**src/rtl/led_display_arbiter.sv**
```systemverilog
// Round-robin owner of one LED bank: grants a pattern source with a valid/ready
// handshake, latches its pattern and holds it for HOLD_CYCLES before re-arbitrating.
module led_display_arbiter #(
    parameter int NUM_REQ     = 4,
    parameter int WIDTH       = 8,
    parameter int HOLD_CYCLES = 50_000_000
) (
    input  logic                                       clk,
    input  logic                                       rst,
    input  logic [NUM_REQ-1:0]                         req_valid,
    input  logic [NUM_REQ*WIDTH-1:0]                   req_pattern,
    output logic [NUM_REQ-1:0]                         req_ready,
    input  logic                                       blank,
    output logic [WIDTH-1:0]                           led_out,
    output logic [(NUM_REQ>1?$clog2(NUM_REQ):1)-1:0]   owner,
    output logic                                       busy,
    output logic                                       done
);

    localparam int PW = (NUM_REQ > 1) ? $clog2(NUM_REQ) : 1;
    localparam int CW = (HOLD_CYCLES > 1) ? $clog2(HOLD_CYCLES) : 1;

    typedef enum logic {
        IDLE,
        SHOW
    } state_t;

    state_t                   state;
    logic [PW-1:0]            ptr;
    logic [CW-1:0]            cnt;
    logic [PW-1:0]            win;
    logic [PW-1:0]            nxt;
    logic                     found;
    logic                     grant;
    logic [WIDTH-1:0]         win_pat;
    logic [2*NUM_REQ-1:0]     rot;

    // Rotate the request vector so bit 0 is the requester at ptr.
    always_comb begin
        int s;
        s     = 0;
        found = 1'b0;
        win   = '0;
        rot   = {req_valid, req_valid} >> ptr;
        for (int k = 0; k < NUM_REQ; k++) begin
            if (!found && rot[k]) begin
                found = 1'b1;
                s     = int'(ptr) + k;
                if (s >= NUM_REQ) begin
                    s = s - NUM_REQ;
                end
                win = PW'(s);
            end
        end
    end

    always_comb begin
        win_pat = '0;
        for (int i = 0; i < NUM_REQ; i++) begin
            if (PW'(i) == win) begin
                win_pat = req_pattern[i*WIDTH +: WIDTH];
            end
        end
    end

    assign grant = (state == IDLE) && found && !blank && !rst;
    assign nxt   = (int'(win) == NUM_REQ - 1) ? '0 : win + 1'b1;
    assign busy  = (state == SHOW);

    always_comb begin
        req_ready = '0;
        for (int i = 0; i < NUM_REQ; i++) begin
            req_ready[i] = grant && (PW'(i) == win);
        end
    end

    always_ff @(posedge clk) begin
        if (rst) begin
            state   <= IDLE;
            led_out <= '0;
            owner   <= '0;
            ptr     <= '0;
            cnt     <= '0;
            done    <= 1'b0;
        end else begin
            done <= 1'b0;
            unique case (state)
                IDLE: begin
                    if (blank) begin
                        led_out <= '0;
                    end else if (grant) begin
                        led_out <= win_pat;
                        owner   <= win;
                        ptr     <= nxt;
                        cnt     <= CW'(HOLD_CYCLES - 1);
                        state   <= SHOW;
                    end
                end
                SHOW: begin
                    // An abort outranks normal expiry and never signals done.
                    if (blank) begin
                        led_out <= '0;
                        state   <= IDLE;
                    end else if (cnt == '0) begin
                        state <= IDLE;
                        done  <= 1'b1;
                    end else begin
                        cnt <= cnt - 1'b1;
                    end
                end
            endcase
        end
    end

endmodule

```
**config.mk**
```make
export PLATFORM = sky130hd
export DESIGN_NAME = led_display_arbiter
export DESIGN_NICKNAME = d
export VERILOG_FILES = /design/src/rtl/led_display_arbiter.sv
export SDC_FILE = /design/constraint.sdc
export NUM_CORES = 1
export LEC_CHECK = 0
export CAP_MARGIN = 15
export CORE_UTILIZATION = 57
export DETAILED_ROUTE_END_ITERATION = 7
export DONT_BUFFER_PORTS = 1
export GPL_TIMING_DRIVEN = 0
export PLACE_DENSITY_LB_ADDON = 0.1
export SLEW_MARGIN = 0
export SYNTH_ARGS = -nofsm -noshare
export SYNTH_HDL_FRONTEND = slang
export SYNTH_SLANG_ARGS = --single-unit
```
**constraint.sdc**
```tcl
create_clock -name clk -period 2.1 [get_ports clk]
set_input_delay 0.21 -clock clk [delete_from_list [all_inputs] [get_ports clk]]
set_output_delay 0.21 -clock clk [all_outputs]
set_load 0.005 [all_outputs]
```
==> results.yml <==
die:
  rows: 22
  start_util_pct: 61.30
  die_h_um: 65.92
  die_w_um: 65.92
  pin_count: 55
  dieArea_mm2: 0.004345
  coreArea_mm2: 0.003799
yosys:
  synth.yosys.seq_area_share_pct: 34.39
  synth_flop_cell: "dfxtp_1"
  synth_nets: 327
  netlist_area_mm2: 0.002328
  syn_avg_cell_area_um2: 8.228
  synthDistinctLibCells: 48
  synth_edf_count: 0
  async_reset_ff_share_pct: 0
  ys_ff_latch: 40
  synthCells: 283
  yosys_warnings: 0
finish:
  diodes: 0
  fin_cells: 363
  syn_to_final_growth_pct: 29.50
  fin_area_mm2: 0.003015
  fin_util_pct: 79.38
  layout-drive-gt1-share_pct: 29.84
  finish.net_count: 359
global_routing:
  antenna_found_initial: 0
  grt_max_degree: 12
  grt_pass1_vias: 2163
  overflow: 0
  groute.usage.overall_pct: 30.82
  grt_pass1_wl_mm: 10.16
cts:
  tritoncts: "done"
  cts_buffer_depth: 2
  worstSkewPairLatency_ps: 310
  ctsHoldBuffers: 0
  cts_buffers: 5
  root_buffer: "clkbuf_8"
  clkSinkCount: 40
  cts_max_level: 2
  path_clk_slew_ps: 80
power_and_ir_drop:
  switching_share_pct: 34.49
  vdd_drop_max_uv: 484.0
  p_int_uw: 1507
  p_clk_share_pct: 24.7
  p_seq_share_pct: 38.8
  switchingPower_uw: 793.7
  power_density_mw_per_mm2: 763.1
  leakage_uw: 0.001073
  power_frac_comb_pct: 36.5
route:
  drt_iter0_markers: 203
  ant_nets: 0
  dr.pass1.iters: 5
  route.vias.total: 2409
  drt_wl_total_mm: 7.070
  drc_errors: 0
  avgRoutedWirePerCell_um: 19.48
  viasPerCell: 6.636
sta:
  relSlewSlack_pct: 57.85
  fin_skew_ps: 6.101
  timing.fmax_ghz: 0.4398
  slew_viol_final: 0
  finalHoldViolCount: 0
  worst_slew_pin_slew_ps: 629.9
  rsz0062_at_grt: "true"
  timing.hold.ws_ps: 107.8
  setup_viol: 28
  min_period_over_period_pct: 108.3
  layout_min_cycle_time_ps: 2274
  setup_slack_ps: -173.5
placed_design:
  numPortBuffers: 0
  dp_hpwl_mm: 4.072
  dpl_cell_area_mm2: 0.002479
  place_congestion: 0.8114
  place_inst: 331
job:
  maxCapViolCount: 0
run_status:
  outcome: "finished with violations"
  violations: "setup timing"
setup_path:
  crit_required_ps: 2280
  crit_arrival_ps: 2450
  cp-end-kind: "register"
  start_kind: "register"
  critical_path_class: "reg -> reg"
  path_max_fanout: 7
min_path:
  hp-class: "in -> reg"
Yosys cell counts, types with 5 or more instances:
cell,n,area share (%)
or4_1,10,3.2
a21oi_1,31,6.7
a221oi_1,8,3.0
a31oi_1,5,1.3
nor3_1,24,5.2
o211ai_1,7,2.3
ha_1,5,2.7
nor2_1,18,2.9
nand2_1,13,2.1
o21ai_0,7,1.5
inv_1,8,1.3
xor2_1,10,3.8
a211oi_1,10,3.2
and3_1,6,1.6
nor2b_1,9,2.4
dfxtp_1,40,34
clkbuf_1,18,2.9
area by class of cell:
cell class	instances	area (µm²)
Inverter	8	32.53
Fill cell	258	783.3
Timing Repair Buffer	29	251.5
Tap cell	48	60.06
Buffer	17	122.6
Multi-Input combinational cell	214	1639
Sequential cell	40	813.3
Clock buffer	7	96.34
power by group through the flow:
stage                     logic, µW  clock network [µW]  registers (µW)
after detailed placement        592                   0             896
after floorplan                 486                   0             881
after global routing            903                 596             901
after global placement          577                   0             894
final                           841                 568             892
after CTS                       702                 563             882
per-layer routing:
layer,vias up,share of wire [%],track usage [%]
li1,1124,-,-
met1,1150,43,38.98
met2,109,47,49.36
met3,26,7.0,6.207
met4,0,3.5,15.22
met5,-,0,0
per-stage QoR:
step           setup TNS (ps)  setup WS (ps)  total power (µW)
2_1_floorplan           -1020         -98.93              1368
3_3_place_gp            -5370         -357.1              1471
3_5_place_dp            -6799         -409.2              1488
4_1_cts                 -2786         -163.0              2147
5_1_grt                 -4303         -245.0              2399
6_report                -2467         -173.5              2301
final timing paths:
| path | from | endpoint | slack (ps) | depth (start not counted) |
|---|---|---|---|---|
| min reg2reg | cnt[0] | cnt[0] | 470 | 1 |
| min | req_pattern[26] | led_out[2] | 110 | 2 |
| max | ptr[0] | led_out[4] | -170 | 11 |
| max reg2reg | ptr[0] | led_out[4] | -170 | 11 |
state kept, by name, summed over array words and instances (netlist names):
signal   count
led_out      8
owner        2
done         1
ptr          2
cnt         26
busy         1
placed cells by master, fill, tap and decap left out, types with 4 or more instances in the layout:
cell / synthesis / layout
nand2b_1: 4 / 4
ha_4: 0 / 4
dfxtp_2: 0 / 4
or4_4: 1 / 5
a221oi_2: 0 / 8
or4_1: 10 / 6
nor2b_1: 9 / 8
buf_4: 0 / 23
dfxtp_1: 40 / 34
clkbuf_8: 0 / 8
clkbuf_1: 18 / 9
o211ai_1: 7 / 7
nor3_1: 24 / 21
nor2_1: 18 / 17
and3_1: 6 / 5
a31oi_1: 5 / 5
o31ai_1: 4 / 4
o21ai_0: 7 / 4
buf_6: 2 / 5
xor2_1: 10 / 10
a211oi_1: 10 / 10
a21oi_1: 31 / 29
nand2_1: 13 / 12
inv_1: 8 / 6
critical path, stage by stage (launching register included):
cell and delay (ps):
dfxtp_2 360, inv_2 40, a22o_1 240, a221oi_2 290
and2_4 250, inv_4 60, ha_4 160, nor2b_4 160
a221oi_2 230, nor3_1 70, a211oi_1 210, nor3_1 80
cells by family after synthesis:
kind of cell / after synthesis / synth area share (%)
simple gates: 110 / 26.92
mux: 1 / 0.4299
xor+xnor: 13 / 4.890
compound gates: 84 / 25.15
flops: 40 / 34.39
fa+ha+maj: 5 / 2.687
buf+inv: 30 / 5.534
repair_timing:
action	CTS	global route
gates resized for setup	32	30
endpoints found under the setup margin	37	41
cloned	2	1
buffers inserted	10	17
pin swaps	26	23
No activity file was read; power rests on OpenSTA's default activity.
